`src/rtl/pilot_extract.sv`:
```
// Streaming pilot removal: splits each frame into a data stream (pilots removed,
// SOF/EOF regenerated) and an indexed pilot stream, with bypass and mid-frame resync.
module pilot_extract #(
  parameter int WIDTH         = 16,
  parameter int FRAME_LEN     = 410,
  parameter int PILOT_SPACING = 41,
  parameter int PILOT_OFFSET  = 0
) (
  input  logic                                      clk1,
  input  logic                                      rst_n,
  input  logic                                      bypass,
  input  logic [WIDTH-1:0]                          in_data,
  input  logic                                      in_valid,
  input  logic                                      in_sof,
  output logic                                      in_ready,
  output logic [WIDTH-1:0]                          d_data,
  output logic                                      d_valid,
  output logic                                      d_sof,
  output logic                                      d_eof,
  input  logic                                      d_ready,
  output logic [WIDTH-1:0]                          p_data,
  output logic [$clog2(FRAME_LEN/PILOT_SPACING)-1:0] p_idx,
  output logic                                      p_valid,
  input  logic                                      p_ready,
  output logic                                      sync_err,
  output logic [7:0]                                err_cnt,
  output logic [15:0]                               frame_cnt
);

  localparam int NUM_PILOTS = FRAME_LEN / PILOT_SPACING;
  localparam int DATA_LEN   = FRAME_LEN - NUM_PILOTS;
  localparam int IW         = $clog2(FRAME_LEN);
  localparam int PW         = $clog2(NUM_PILOTS);

  localparam logic [IW-1:0] LAST_IDX  = IW'(FRAME_LEN - 1);
  localparam logic [IW-1:0] LAST_SUB  = IW'(PILOT_SPACING - 1);
  localparam logic [IW-1:0] PILOT_SUB = IW'(PILOT_OFFSET);
  localparam logic [IW-1:0] LAST_DATA = IW'(DATA_LEN - 1);

  logic [IW-1:0]    idx_q, idx_d, sub_q, sub_d, dcnt_q, dcnt_d;
  logic [PW-1:0]    pcnt_q, pcnt_d;
  logic             bypass_l_q, bypass_l_d;
  logic [WIDTH-1:0] d_data_q, d_data_d, p_data_q, p_data_d;
  logic             d_valid_q, d_valid_d, d_sof_q, d_sof_d, d_eof_q, d_eof_d;
  logic [PW-1:0]    p_idx_q, p_idx_d;
  logic             p_valid_q, p_valid_d;
  logic             sync_err_q, sync_err_d;
  logic [7:0]       err_cnt_q, err_cnt_d;
  logic [15:0]      frame_cnt_q, frame_cnt_d;

  logic             restart, pilot_slot, d_free, p_free, accept;
  logic [IW-1:0]    idx_e, sub_e, dcnt_e;
  logic [PW-1:0]    pcnt_e;

  // A SOF seen mid-frame makes this symbol position 0 of a new frame, so the
  // routing decision is taken from the restarted counters.
  always_comb begin
    restart    = in_sof && (idx_q != '0);
    idx_e      = restart ? '0 : idx_q;
    sub_e      = restart ? '0 : sub_q;
    dcnt_e     = restart ? '0 : dcnt_q;
    pcnt_e     = restart ? '0 : pcnt_q;
    pilot_slot = !bypass_l_q && (sub_e == PILOT_SUB);
    d_free     = !d_valid_q || d_ready;
    p_free     = !p_valid_q || p_ready;
    in_ready   = pilot_slot ? p_free : d_free;
    accept     = in_valid && in_ready;
  end

  always_comb begin
    idx_d       = idx_q;
    sub_d       = sub_q;
    dcnt_d      = dcnt_q;
    pcnt_d      = pcnt_q;
    bypass_l_d  = bypass_l_q;
    d_data_d    = d_data_q;
    d_valid_d   = d_valid_q && !d_ready;
    d_sof_d     = d_sof_q;
    d_eof_d     = d_eof_q;
    p_data_d    = p_data_q;
    p_idx_d     = p_idx_q;
    p_valid_d   = p_valid_q && !p_ready;
    sync_err_d  = 1'b0;
    err_cnt_d   = err_cnt_q;
    frame_cnt_d = frame_cnt_q;

    if (accept) begin
      if (restart) begin
        sync_err_d = 1'b1;
        if (err_cnt_q != 8'hFF) err_cnt_d = err_cnt_q + 8'd1;
      end

      if (pilot_slot) begin
        p_data_d  = in_data;
        p_idx_d   = pcnt_e;
        p_valid_d = 1'b1;
        pcnt_d    = pcnt_e + PW'(1);
        dcnt_d    = dcnt_e;
      end else begin
        d_data_d  = in_data;
        d_sof_d   = (dcnt_e == '0);
        d_eof_d   = (dcnt_e == (bypass_l_q ? LAST_IDX : LAST_DATA));
        d_valid_d = 1'b1;
        dcnt_d    = dcnt_e + IW'(1);
        pcnt_d    = pcnt_e;
      end

      if (idx_e == LAST_IDX) begin
        idx_d       = '0;
        sub_d       = '0;
        pcnt_d      = '0;
        dcnt_d      = '0;
        frame_cnt_d = frame_cnt_q + 16'd1;
        bypass_l_d  = bypass;
      end else begin
        idx_d = idx_e + IW'(1);
        sub_d = (sub_e == LAST_SUB) ? '0 : sub_e + IW'(1);
      end
    end
  end

  // Register stage: counters and the two output holding registers
  always_ff @(posedge clk1 or negedge rst_n) begin
    if (!rst_n) begin
      idx_q       <= '0;
      sub_q       <= '0;
      dcnt_q      <= '0;
      pcnt_q      <= '0;
      bypass_l_q  <= 1'b0;
      d_data_q    <= '0;
      d_valid_q   <= 1'b0;
      d_sof_q     <= 1'b0;
      d_eof_q     <= 1'b0;
      p_data_q    <= '0;
      p_idx_q     <= '0;
      p_valid_q   <= 1'b0;
      sync_err_q  <= 1'b0;
      err_cnt_q   <= '0;
      frame_cnt_q <= '0;
    end else begin
      idx_q       <= idx_d;
      sub_q       <= sub_d;
      dcnt_q      <= dcnt_d;
      pcnt_q      <= pcnt_d;
      bypass_l_q  <= bypass_l_d;
      d_data_q    <= d_data_d;
      d_valid_q   <= d_valid_d;
      d_sof_q     <= d_sof_d;
      d_eof_q     <= d_eof_d;
      p_data_q    <= p_data_d;
      p_idx_q     <= p_idx_d;
      p_valid_q   <= p_valid_d;
      sync_err_q  <= sync_err_d;
      err_cnt_q   <= err_cnt_d;
      frame_cnt_q <= frame_cnt_d;
    end
  end

  assign d_data    = d_data_q;
  assign d_valid   = d_valid_q;
  assign d_sof     = d_sof_q;
  assign d_eof     = d_eof_q;
  assign p_data    = p_data_q;
  assign p_idx     = p_idx_q;
  assign p_valid   = p_valid_q;
  assign sync_err  = sync_err_q;
  assign err_cnt   = err_cnt_q;
  assign frame_cnt = frame_cnt_q;

endmodule

```
`config.mk`:
```
export PLATFORM = sky130hd
export DESIGN_NAME = pilot_extract
export DESIGN_NICKNAME = d
export VERILOG_FILES = /design/src/rtl/pilot_extract.sv
export SDC_FILE = /design/constraint.sdc
export NUM_CORES = 1
export LEC_CHECK = 0
export BUFFER_PORTS_ARGS = -buffer_cell sky130_fd_sc_hd__buf_2
export CORE_MARGIN = 2
export CORE_UTILIZATION = 35
export DETAILED_ROUTE_END_ITERATION = 10
export PLACE_DENSITY = 0.59
export SLEW_MARGIN = 20
export SYNTH_ARGS = -nofsm -noshare
export SYNTH_HDL_FRONTEND = slang
export SYNTH_SLANG_ARGS = --single-unit
```
`constraint.sdc`:
```
create_clock -name clk1 -period 6.5 [get_ports clk1]
set_clock_uncertainty 0.2 [all_clocks]
set_input_delay 1.3 -clock clk1 [delete_from_list [all_inputs] [get_ports clk1]]
set_output_delay 1.3 -clock clk1 [all_outputs]
set_load 0.02 [all_outputs]
```
==> flow_results.org, run 1 <==
** Floorplan
- Area of the die :: 15360 um2
- Die Ht :: 123.9 um
- 89 I/O pins were placed.
- Core area :: 13990 um2
- The floorplan step set the die width to 123.9 um.
- Row cnt :: 43
- Initial core utilization :: 35.98%

** Clocking
- TritonCTS clock tree :: done
- The H-tree was split into 3 levels.
- Post-CTS Hold Buffers :: 0
- # clock sinks :: 97
- Skew-Pair Late Insertion Delay :: 0.35 ns
- Clock-pin slew was measured on the worst setup and hold paths at 0.07 ns.
- Number of setup buffers added after CTS :: 0
- After clock tree synthesis, the repair step resized 0 gates.
- The tree is rooted in a sky130_fd_sc_hd__clkbuf_16.
- TritonCTS created 9 clock buffers.
- Largest buffer count on any clock path :: 2

** Setup path
- The worst register-to-register path ends at err_cnt[6]$_DFFE_PN0P_.
- The cell family contributing the most delay on the critical path is buffers and inverters.
- Worst Path Class, Setup :: in2out
- Max incr delay on CP :: 0.39 ns
- By instance count, the cell type seen most on the critical path is sky130_fd_sc_hd__buf_2.
- Endpoint kind of the worst setup timing path :: output pin
- Capturing instance or port of the critical path :: in_ready
- Top fanout value on the critical path :: 25
- STA puts the critical path data required time at 5.00 ns.
- In this run the number of cells on the critical path is 9.
- Setup slack on the worst reg-to-reg path comes out at 2.18 ns.
- Logic depth of the worst register-to-register path :: 10
- Counting both buffers and inverters, the worst setup path holds a total of 3.
- Crit path max-delay cell type :: sky130_fd_sc_hd__mux2_2
- Start of the worst register-to-register path :: idx_q[1]$_DFFE_PN0N_
- The worst setup path is launched from an input pin.
- Data arrives at the worst endpoint at 3.17 ns.
- Walking the worst path, the cells encountered are buf_2 > o31ai_4 > buf_4 > nand2_1 > ha_1 > nand2b_1 > a21oi_1 > mux2_2 > buf_2.
- CP Launch Point :: in_sof

** Synthesis
- The synthesized netlist devotes 15.26% of its cell area to compound gates.
- Of the total synthesized cell area, the portion taken by AND, OR, NAND and NOR gates is 25.68%.
- In this run the cell area of the synthesized design comes to 5034 um2.
- Mean post-synth cell area :: 9.409 um2
- EDFF count, synth :: 0
- Top-area cell type share of the netlist area :: 48.22%
- Synth Net Count :: 567
- By area, the combinational part of the netlist is dominated by simple AND/OR/NAND/NOR gates.
- Synth area leader :: sky130_fd_sc_hd__dfrtp_1
- The Yosys step of the flow raised 0 warnings.
- Number of distinct library cells after synthesis :: 61
- In the synthesized netlist the dominant register cell turns out to be sky130_fd_sc_hd__dfrtp_1.
- Ranked by instance count, the synthesized netlist is headed by 139 x sky130_fd_sc_hd__nand2_1, 97 x sky130_fd_sc_hd__dfrtp_1, 33 x sky130_fd_sc_hd__nand3_1.
- Biggest area contributors in the synthesized netlist :: sky130_fd_sc_hd__dfrtp_1 48%, sky130_fd_sc_hd__nand2_1 10%, sky130_fd_sc_hd__nand3_1 3.3%
- Summing the areas of all fa, ha and maj instances in the mapped netlist gives 2.237% of the synthesized area.
- The synthesized netlist devotes 3.654% of its cell area to XOR and XNOR gates.
- Yosys instantiated no cell more often than sky130_fd_sc_hd__nand2_1.
- In the synthesized netlist, mux cells make up 1.317% of the area.
- The cell count after synthesis came out at 535.
- For this run, asynchronously set or reset flops after synthesis account for 100.0%.
- Fraction of the yosys area taken by sequential cells :: 48.22%
- In this run, synthesis produced a sequential element count of 97.

** Final layout
- Layout filler cell count :: 1411
- Count of antenna diodes in the layout :: 0
- NumNets Final :: 643
- Layout Cells excl Fill :: 796
- Share of layout cells above drive strength 1 :: 20.94%
- Cell area after layout :: 5902 um2
- Share of the core filled with cells in the final layout :: 42.19%
- Layout-stage area growth over the synthesis result :: 17.25%

** STA
- Subtracting the final worst setup slack from the clock period gives 4.669 ns.
- Hold timing on the final database bottoms out at a slack of 0.2667 ns.
- Count of endpoints failing hold in the final timing report :: 0
- The worst path uses 71.82% of the clock period.
- Derived from the worst setup path, the maximum achievable clock frequency is 0.2142 GHz.
- The number of pins with negative max-slew slack in the final report is 0.
- Transition time of the tightest slew-check pin :: 1.040 ns
- Setup violations remaining at the end of the flow were counted as 0.
- Slew margin rel. :: 30.64%
- Setup repair after global routing missed its margin :: no
- Setup total negative slack on the finished layout was measured at 0 ns.

** Hold path
- In this run the most critical hold path is launched from frame_cnt[15]$_DFFE_PN0P_.
- The path class of the tightest hold or removal check is reg2reg.

** Pwr
- P_leak :: 2.847 nW
- Power density over cell area :: 423.9 nW/um2
- Maximum vdd drop :: 0.0001729 V

** Route
- The final layout contains routed wiring with a total length of 13.09 mm.
- DRC violation count after routing :: 0
- Routed vias/inst :: 5.433
- ANT nets after route :: 0
- The pre-antenna-repair detailed-routing pass consisted of 5 iterations.
- The routed layout has 4325 vias.
- The first routing iteration left 249 violations.
- Routed wire length per instance :: 16.44 um

** Global routing
- The number of antenna violations at the first check in global routing is 0.
- In the global route stage, overall resource usage came out at 18.25%.
- Vias in the first global route :: 4174
- For this run the aggregate overflow at the end of global routing stands at 0.
- Maximum number of pins on one net before global-route repair :: 55
- First-pass GRT wire length :: 21.71 mm

** Placement
- Routability-driven placement finished with a final weighted congestion of 0.8880.
- Number of port buffers :: 88
- The HPWL after detailed placement is 9.143 mm.
- In this run the cell area measured after placement is 5627 um2.
- In this run, placement finished with an instance count of 780.

** Status
- Run status :: finished, final reports clean

** Job
- Across the run, the number of max-cap violations was 0.
==> power breakdown <==
group	internal, mW	switching [mW]	total, mW
sequential	0.781	0.142	0.923
combinational	0.350	0.723	1.07
clock	0.273	0.233	0.506
total	1.40	1.10	2.50
==> routing by layer <==
metal | vias to the layer above | track usage, % | part of all wire (%)
met4 | 0 | 7.022 | 2.0
met3 | 20 | 3.755 | 4.1
li1 | 2075 | - | -
met2 | 80 | 27.95 | 47
met1 | 2150 | 25.45 | 46
met5 | - | 0 | 0
==> area by class of cell <==
cell class	instances	area [um2]	share of cell area, %
clock buffers	13	250.2	4.240
clock inverters	3	25.02	0.4240
inverters	14	52.55	0.8904
multi-input cells	396	2441	41.36
flip-flops and latches	97	2427	41.13
well taps	180	225.2	3.816
repair buffers	93	480.5	8.141
==> registers in the layout, indices dropped and copies added, names as in the netlist <==
signal	cells
d_sof	1
d_data	16
pcnt_q	4
p_idx	4
dcnt_q	9
d_eof	1
d_valid	1
sub_q	9
err_cnt	8
p_valid	1
p_data	16
frame_cnt	16
idx_q	9
bypass_l_q	1
sync_err	1
==> per-stage QoR <==
stage / setup slack, ns / power, mW
3_5_place_dp: 1.775 / 2.009
5_1_grt: 1.708 / 2.674
6_report: 1.831 / 2.502
3_3_place_gp: 1.913 / 1.984
4_1_cts: 1.866 / 2.523
2_1_floorplan: 2.277 / 1.664
==> cell families (layout without fill, tap and decap cells) <==
kind of cell | count (synthesis) | count (layout)
xor gates and xnor gates | 21 | 21
buffers and inverters | 42 | 123
AOI/OAI and AO/OA | 94 | 94
DFF | 97 | 97
muxes | 6 | 6
adders and majority gates | 9 | 9
and+or+nand+nor | 266 | 266
==> placed cells by master, fill, tap and decap left out, types with 3 or more instances in the layout <==
| cell type | netlist | layout |
|---|---|---|
| sky130_fd_sc_hd__nand2_1 | 139 | 139 |
| sky130_fd_sc_hd__dfrtp_1 | 97 | 97 |
| sky130_fd_sc_hd__buf_2 | 11 | 87 |
| sky130_fd_sc_hd__nand3_1 | 33 | 33 |
| sky130_fd_sc_hd__nor2_1 | 15 | 15 |
| sky130_fd_sc_hd__inv_1 | 14 | 14 |
| sky130_fd_sc_hd__nor3_1 | 15 | 14 |
| sky130_fd_sc_hd__o21ai_0 | 13 | 13 |
| sky130_fd_sc_hd__o22ai_1 | 12 | 12 |
| sky130_fd_sc_hd__o211ai_1 | 12 | 12 |
| sky130_fd_sc_hd__xnor2_1 | 11 | 11 |
| sky130_fd_sc_hd__nand2b_1 | 10 | 10 |
| sky130_fd_sc_hd__and3_1 | 10 | 10 |
| sky130_fd_sc_hd__nand4_1 | 10 | 10 |
| sky130_fd_sc_hd__xor2_1 | 10 | 10 |
| sky130_fd_sc_hd__ha_1 | 9 | 9 |
| sky130_fd_sc_hd__clkbuf_16 | 0 | 9 |
| sky130_fd_sc_hd__a21oi_1 | 7 | 7 |
| sky130_fd_sc_hd__a32o_1 | 6 | 6 |
| sky130_fd_sc_hd__a22o_1 | 6 | 6 |
| sky130_fd_sc_hd__a2111oi_0 | 6 | 6 |
| sky130_fd_sc_hd__buf_4 | 1 | 6 |
| sky130_fd_sc_hd__nor2b_1 | 5 | 5 |
| sky130_fd_sc_hd__mux2_2 | 5 | 5 |
| sky130_fd_sc_hd__nor4_1 | 5 | 5 |
| sky130_fd_sc_hd__a22oi_1 | 4 | 4 |
| sky130_fd_sc_hd__a2111oi_2 | 4 | 4 |
| sky130_fd_sc_hd__or3_1 | 3 | 3 |
| sky130_fd_sc_hd__o2bb2ai_1 | 3 | 3 |
| sky130_fd_sc_hd__or4_1 | 3 | 3 |
| sky130_fd_sc_hd__and4_1 | 3 | 3 |
| sky130_fd_sc_hd__a31oi_1 | 3 | 3 |
| sky130_fd_sc_hd__clkbuf_1 | 13 | 3 |
==> worst min-delay path by stage <==
stage	depth (start not counted)	end	slack [ns]
floorplan	1	pcnt_q[1]$_DFFE_PN0N_	0.28
global placement	2	p_idx[3]$_DFFE_PN0P_	0.25
detailed placement	2	p_idx[3]$_DFFE_PN0P_	0.26
CTS	1	frame_cnt[15]$_DFFE_PN0P_	0.27
global route	1	frame_cnt[15]$_DFFE_PN0P_	0.30
finish	1	frame_cnt[15]$_DFFE_PN0P_	0.27
No activity file was read; power rests on OpenSTA's default activity.
==> run 2, diff against run 1 <==
- ABC_AREA: unset -> 1
- clock period: 6.5 -> 4.6 ns (I/O delays scaled with it)
==> run 2 against run 1 <==
Synthesized area up 5.3%. Sequential power up 35%. Combinational power up 36%. Design area up 5.8%. Synthesized cell count up 33%. Core utilization up 0.44 points. Via count up 7.0%. Non-clock buffer count up 6. Sequential cell count unchanged. Sequential share of layout area down 2.3 points. First-iteration DRC count up 22%. Highest routed layer unchanged.
==> flow_results.org, run 2 <==
** Placement
- The congestion estimate from routability-driven global placement came to 0.8145.
- After detailed placement, the total cell area comes to 5909 um2.
- The wire-length estimate of the detail-placed layout is 8.685 mm.
- Port buffering added 88 buffers.

** Clocking
- For this design, the CTS-stage hold fixing added 0 buffers.
- Max H-tree Level :: 3
- For this design, the sink count on the clock tree is 97.
- The longest clock path from root to sink contains 2 buffers.
- Clock buffer count from CTS :: 9
- Number of setup buffers added after CTS :: 0
- The later pin in the worst-skew pair is clocked with a latency of 0.35 ns.
- Post-cts repair resize count :: 0
- TritonCTS built the clock tree.
- The cell sitting at the root of the clock tree is a sky130_fd_sc_hd__clkbuf_16.
- Clock-pin slew was measured on the worst setup and hold paths at 0.07 ns.

** Final layout
- Share of layout cells above drive strength 1 :: 16.77%
- Leaving out fill and tap cells, the most frequent cell in the layout is sky130_fd_sc_hd__nand2_1.
- Layout-stage area growth over the synthesis result :: 17.77%
- The top cell types in the final layout, fill and taps aside, are 293 x sky130_fd_sc_hd__nand2_1, 97 x sky130_fd_sc_hd__dfrtp_1, 87 x sky130_fd_sc_hd__buf_2.
- NumNets Final :: 826
- Count of antenna diodes in the layout :: 0
- Counting the fill cells in the layout gives 1495.
- Cell area after layout :: 6243 um2

** STA
- Setup total negative slack on the finished layout was measured at 0 ns.
- The number of pins with negative max-slew slack in the final report is 0.
- Based on the critical path, the design can be clocked at up to 0.2710 GHz.
- Setup violations remaining at the end of the flow were counted as 0.
- Final cycle utilization of the critical path :: 80.22%
- Count of endpoints failing hold in the final timing report :: 0
- Transition time of the tightest slew-check pin :: 0.8711 ns
- Subtracting the final worst setup slack from the clock period gives 3.690 ns.
- Slew margin rel. :: 41.71%
- Setup repair after global routing left no endpoint under its margin.

** Synthesis
- Count leader, synth :: sky130_fd_sc_hd__nand2_1
- Synthesis warning total :: 0
- Most instantiated cells after synthesis :: 293 x sky130_fd_sc_hd__nand2_1, 97 x sky130_fd_sc_hd__dfrtp_1, 60 x sky130_fd_sc_hd__inv_1
- The synthesized design contains 0 enable-type register cells.
- Mean post-synth cell area :: 7.467 um2
- By area, the combinational part of the netlist is dominated by simple AND/OR/NAND/NOR gates.
- The share of the Yosys chip area taken by registers is 45.79%.
- The synthesized netlist devotes 36.02% of its cell area to simple gates.
- In the synthesized netlist the async set-or-reset flop fraction comes to 100.0%.
- In the synthesized netlist, the number of instances is 710.
- Ranked by total cell area, the synthesized netlist is headed by sky130_fd_sc_hd__dfrtp_1 46%, sky130_fd_sc_hd__nand2_1 21%, sky130_fd_sc_hd__nand3_1 5.3%.
- Synth Cell Area :: 5301 um2
- For this run, the leading register cell type out of synthesis is sky130_fd_sc_hd__dfrtp_1.
- Counting every net in the synthesized netlist gives 742.
- Adder-Cell Fraction of Synth Area :: 2.124%
- Synthesis instantiated 33 different standard cells from the library.
- XOR/XNOR share of the synthesized area :: 4.295%
- Counting flops and latches in the post-synthesis netlist gives 97.
- Summing the areas of all compound-gate instances in the mapped netlist gives 4.319% of the synthesized area.
- The share of synthesized area in the top cell type comes to 45.79%.
- Synth area leader :: sky130_fd_sc_hd__dfrtp_1
- Measured against the total synthesized area, the mux share comes to 0%.

** Setup path
- The number of cells on the worst reg-to-reg path is 19.
- Setup slack on the worst reg-to-reg path comes out at 1.39 ns.
- Worst Path Class, Setup :: in2out
- For the worst setup path, the data required time is 3.48 ns.
- Endpoint kind of the worst setup timing path :: output pin
- In this run the worst path has a maximum fanout of 13.
- The worst register-to-register path ends at d_data[14]$_DFFE_PN0P_.
- Start of the worst register-to-register path :: idx_q[4]$_DFFE_PN0N_
- Crit path arrival time :: 2.57 ns
- Type of element launching the critical path :: input pin

** Pwr
- In this run the static leakage power is 3.303 nW.
- Maximum vdd drop :: 0.0003427 V
- For this design the ratio of total power to cell area is 569.9 nW/um2.

** Route
- Routed vias :: 4629
- Routed vias/inst :: 4.709
- The pre-antenna-repair detailed-routing pass consisted of 5 iterations.
- DRC violation count after routing :: 0
- In this run, the number of DRC markers left after iteration 0 of detailed routing was 305.
- Routed wire length per instance :: 12.74 um
- Wire length after detailed routing :: 12.53 mm
- In this run the remaining antenna-violating nets after routing total 0.

** Floorplan
- Measured along the y axis, the die boundary spans 127.1 um.
- Row cnt :: 44
- Number of ports placed on the die boundary :: 89
- The die is 127.1 um wide.
- Core area :: 14640 um2
- The die covers 16150 um2.
- Initial core utilization :: 36.20%

** Global routing
- The via count of the first global-routing pass came to 4297.
- The first global-routing pass estimated 21.37 mm of wire.
- Number of antenna violations at the first check in global routing :: 0
- Global routing used 16.27% of the available tracks across all layers.
- Remaining global-route overflow :: 0
- Entering global routing, the biggest net connects 56 pins.

** Hold path
- For hold timing, the worst endpoint is d_data[3]$_DFFE_PN0P_.
- Cell depth of the worst hold path :: 2
- The path class of the tightest hold or removal check is reg2reg.
- In this run the most critical hold path is launched from d_data[3]$_DFFE_PN0P_.

** Job
- Max-cap violation count :: 0

** Status
- The run finished with clean final reports.
run 2: cell type report:
cell class / instances / area [um2] / area share (%)
Tap cell: 184 / 230.2 / 3.687
Clock buffer: 9 / 225.2 / 3.607
Inverter: 65 / 244.0 / 3.908
Sequential cell: 97 / 2427 / 38.88
Timing Repair Buffer: 99 / 525.5 / 8.417
Multi-Input combinational cell: 522 / 2482 / 39.76
Clock inverter: 7 / 108.9 / 1.743
run 2: critical path, stage by stage:
cell and delay (ns):
sky130_fd_sc_hd__buf_2 0.11, sky130_fd_sc_hd__inv_1 0.07, sky130_fd_sc_hd__a21oi_2 0.12, sky130_fd_sc_hd__buf_4 0.21, sky130_fd_sc_hd__nor2_1 0.08, sky130_fd_sc_hd__inv_1 0.08
sky130_fd_sc_hd__ha_1 0.14, sky130_fd_sc_hd__inv_1 0.05, sky130_fd_sc_hd__nor2_1 0.11, sky130_fd_sc_hd__nand2_2 0.08, sky130_fd_sc_hd__nor2_4 0.13, sky130_fd_sc_hd__nand2_1 0.08
sky130_fd_sc_hd__nand2_1 0.10, sky130_fd_sc_hd__and2_1 0.13, sky130_fd_sc_hd__buf_2 0.16
run 2: worst max path at each step:
stage | startpoint | end | slack [ns] | cells past startpoint
2_1_floorplan | in_sof | in_ready | 0.62 | 14
3_3_place_gp | in_sof | in_ready | 0.94 | 15
3_5_place_dp | in_sof | in_ready | 0.92 | 15
4_1_cts | in_sof | in_ready | 0.91 | 15
5_1_grt | in_sof | in_ready | 0.72 | 15
6_report | in_sof | in_ready | 0.91 | 15
run 2: cell families after synthesis:
kind of cell / count (synthesis)
xor gates and xnor gates: 26
DFF: 97
AOI/OAI and AO/OA: 42
buffers and inverters: 91
and+or+nand+nor: 445
adders and majority gates: 9
run 2: where the power goes:
| group | total [mW] | switching (mW) | internal, mW |
|---|---|---|---|
| Sequential | 1.25 | 0.160 | 1.09 |
| Combinational | 1.46 | 1.00 | 0.462 |
| Clock | 0.842 | 0.353 | 0.489 |
run 2: stage by stage:
step	utilization (%)	hold WS (ns)	setup WS, ns	power, mW	cells
after floorplan	-	0.2492	0.6164	2.314	710
after global placement	40.35	0.2623	0.9367	2.724	967
after detailed placement	40.35	0.2608	0.9193	2.737	967
after CTS	42.64	0.2808	0.9108	3.594	983
after global routing	42.64	0.3099	0.7232	3.846	983
final	42.64	0.2780	0.9100	3.558	983
run 2: per-layer routing:
metal / wire length, um / vias to the layer above / GRT usage [%]
met4: 170 / 0 / 4.913
met3: 717 / 11 / 4.020
li1: - / 2410 / -
met5: 0 / - / 0
met1: 6294 / 2115 / 23.67
met2: 5345 / 93 / 24.00
==> run 3, diff against run 2 <==
- clock period: 4.6 -> 3.7 ns (I/O delays scaled with it)
==> run 3 against run 2 <==
Non-clock buffer count stayed put. Sequential power grew 25%. Design area grew 0.22%. Die area did not move. Total power grew 24%. Worst hold slack got worse by 0.13 ns. First-iteration DRC count up 4.9%. Critical path depth unchanged. Register-to-register slack worse by 0.81 ns. Combinational power rose by 25%. Global-route usage is 0.084 points lower. Critical path type is now reg2out. Largest power group unchanged.
==> flow_results.org, run 3 (same netlist as run 2, synthesis figures left out) <==
** Final layout
- Share of layout cells above drive strength 1 :: 16.77%
- NumNets Final :: 826
- Most used cells in the layout excluding fill and tap cells :: 293 x sky130_fd_sc_hd__nand2_1, 97 x sky130_fd_sc_hd__dfrtp_1, 87 x sky130_fd_sc_hd__buf_2
- Share of the core filled with cells in the final layout :: 42.73%
- Layout-stage area growth over the synthesis result :: 18.03%
- Leaving out filler cells and counting taps, the final layout contains 983.
- The repair_antennas step left the layout with diodes totalling 0.
- Leaving out fill and tap cells, the most frequent cell in the layout is sky130_fd_sc_hd__nand2_1.
- The finished cells cover 6257 um2.

** Pwr
- Power share of the clock group :: 23.6%
- P_leak :: 3.305 nW
- Switching part of the total :: 42.21%
- Cell internal power was estimated by the tool at 2.560 mW.
- Maximum vdd drop :: 0.0003783 V
- Of the total power, registers draw 35.2%.
- Power density over cell area :: 707.9 nW/um2
- In this run the power spent charging and discharging nets is 1.870 mW.
- Power share of the combinational group :: 41.2%
- Power consumption :: 4.430 mW

** Route
- Routed wire length per instance :: 12.64 um
- Routed vias/inst :: 4.702
- DRC violation count after routing :: 0
- The detailed router finished its first iteration with 320 violations.
- ANT nets after route :: 0
- First-pass iteration count of the detailed router :: 5
- Routed vias :: 4622
- Wire length after detailed routing :: 12.43 mm

** Clocking
- # clock sinks :: 97
- Largest buffer count on any clock path :: 2
- Once the clock tree was built, the resizer swapped 0 gates to a different size.
- In this run, post-CTS hold repair placed 0 buffers.
- Clock-pin slew was measured on the worst setup and hold paths at 0.07 ns.
- TritonCTS clock tree :: done
- Root Buffer Master :: sky130_fd_sc_hd__clkbuf_16
- Buffers inserted during clock tree synthesis total 9.
- The later pin in the worst-skew pair is clocked with a latency of 0.35 ns.
- In this run the post-CTS setup repair buffer count came out at 0.
- CTS built an H-tree with a depth of 3.

** Floorplan
- Initial core utilization :: 36.20%
- Core area :: 14640 um2
- From left edge to right edge, the die measures 127.1 um.
- Number of ports placed on the die boundary :: 89
- In this run the core area contains 44 standard-cell rows.
- The floorplan step defined a die boundary enclosing 16150 um2.
- Measured along the y axis, the die boundary spans 127.1 um.

** Setup path
- In this run the worst path has a maximum fanout of 5.
- The critical path is of the reg2out type.
- Endpoint kind of the worst setup timing path :: output pin
- Crit path arrival time :: 2.45 ns
- Type of element launching the critical path :: flip-flop
- Data required time of the worst path :: 2.76 ns

** Global routing
- Number of antenna violations at the first check in global routing :: 0
- First-pass GRT wire length :: 21.16 mm
- GRT Resource Usage Total :: 16.18%
- Vias in the first global route :: 4237
- Remaining global-route overflow :: 0
- Maximum number of pins on one net before global-route repair :: 65

** STA
- Transition time of the tightest slew-check pin :: 0.8558 ns
- Count of endpoints failing hold in the final timing report :: 0
- The worst path meets setup with 0.3060 ns of slack.
- In the finished design, the share of the clock period the worst path needs comes to 91.73%.
- Final setup violating endpoints :: 0
- Setup repair after global routing missed its margin :: no
- Setup total negative slack :: 0 ns
- The number of pins with negative max-slew slack in the final report came to 0.
- Headroom to the max-slew limit came out at 42.74%.
- On the final layout, the worst hold slack is 0.1479 ns.
- Max frequency :: 0.2946 GHz
- Counting I/O delays and the setup requirement, the final critical path takes 3.394 ns.

** Job
- Max-cap violations in this run came to 0.

** Placement
- Gpl congestion :: 0.8478
- Buffers placed on the I/O ports in this run total 88.
- Worst slack after detailed placement :: 0.3886 ns
- Inst Count DP :: 967
- After detailed placement, the total cell area comes to 5922 um2.
- Once detailed placement completed, the half-perimeter wirelength came to 8.803 mm.

** Status
- Run status :: finished, final reports clean

** Hold path
- The worst hold path belongs to the class in2async.
-- run 3: cell types whose count changed in the layout (fill, tap and decap cells not counted), sizes merged --
cell and delta:
clkinvlp +1, clkbuf +1, clkinv -1, inv -1
-- run 3: power groups by stage --
stage | clock (mW) | combinational, mW | sequential (mW)
floorplan | 0 | 1.06 | 1.82
global placement | 0 | 1.83 | 1.58
detailed placement | 0 | 1.86 | 1.56
CTS | 1.08 | 1.85 | 1.56
global route | 1.13 | 2.06 | 1.60
finish | 1.05 | 1.82 | 1.56
-- run 3: worst paths after layout --
check | startpoint | end | slack [ns] | cells past startpoint
setup / recovery | idx_q[6]$_DFFE_PN0N_ | in_ready | 0.31 | 15
hold / removal | rst_n | idx_q[7]$_DFFE_PN0N_ | 0.15 | 1
setup reg to reg | idx_q[4]$_DFFE_PN0N_ | frame_cnt[13]$_DFFE_PN0P_ | 0.58 | 16
hold reg to reg | p_idx[0]$_DFFE_PN0P_ | p_idx[0]$_DFFE_PN0P_ | 0.28 | 2
max in group asynchronous | rst_n | p_data[4]$_DFFE_PN0P_ | 2.47 | 2
min in group clk1 | p_idx[0]$_DFFE_PN0P_ | p_idx[0]$_DFFE_PN0P_ | 0.28 | 2
-- run 3: area by class of cell --
cell class	instances	area, um2
fillers	1532	8387
multi-input cells	522	2482
flip-flops and latches	97	2427
repair buffers	99	538.0
inverters	65	244.0
clock buffers	10	239.0
well taps	184	230.2
clock inverters	6	96.34
-- run 3: critical path: stages, from the launching register on --
cell and delay (ns):
sky130_fd_sc_hd__dfrtp_1 0.42, sky130_fd_sc_hd__inv_1 0.09, sky130_fd_sc_hd__nand2_1 0.09, sky130_fd_sc_hd__nor2_2 0.05, sky130_fd_sc_hd__a21oi_2 0.25, sky130_fd_sc_hd__nor2_1 0.10, sky130_fd_sc_hd__inv_1 0.09, sky130_fd_sc_hd__ha_1 0.15
sky130_fd_sc_hd__inv_1 0.05, sky130_fd_sc_hd__nor2_1 0.11, sky130_fd_sc_hd__nand2_2 0.08, sky130_fd_sc_hd__nor2_4 0.14, sky130_fd_sc_hd__nand2_1 0.08, sky130_fd_sc_hd__nand2_1 0.11, sky130_fd_sc_hd__and2_1 0.15, sky130_fd_sc_hd__buf_2 0.17
-- run 3: routing by layer --
layer / global-route usage [%] / up-vias / share of wire [%] / routed length, um
li1: - / 2405 / - / -
met1: 23.33 / 2100 / 50 / 6239
met2: 23.50 / 103 / 42 / 5255
met3: 3.643 / 14 / 5.3 / 660
met4: 6.723 / 0 / 2.2 / 275
met5: 0 / - / 0 / 0
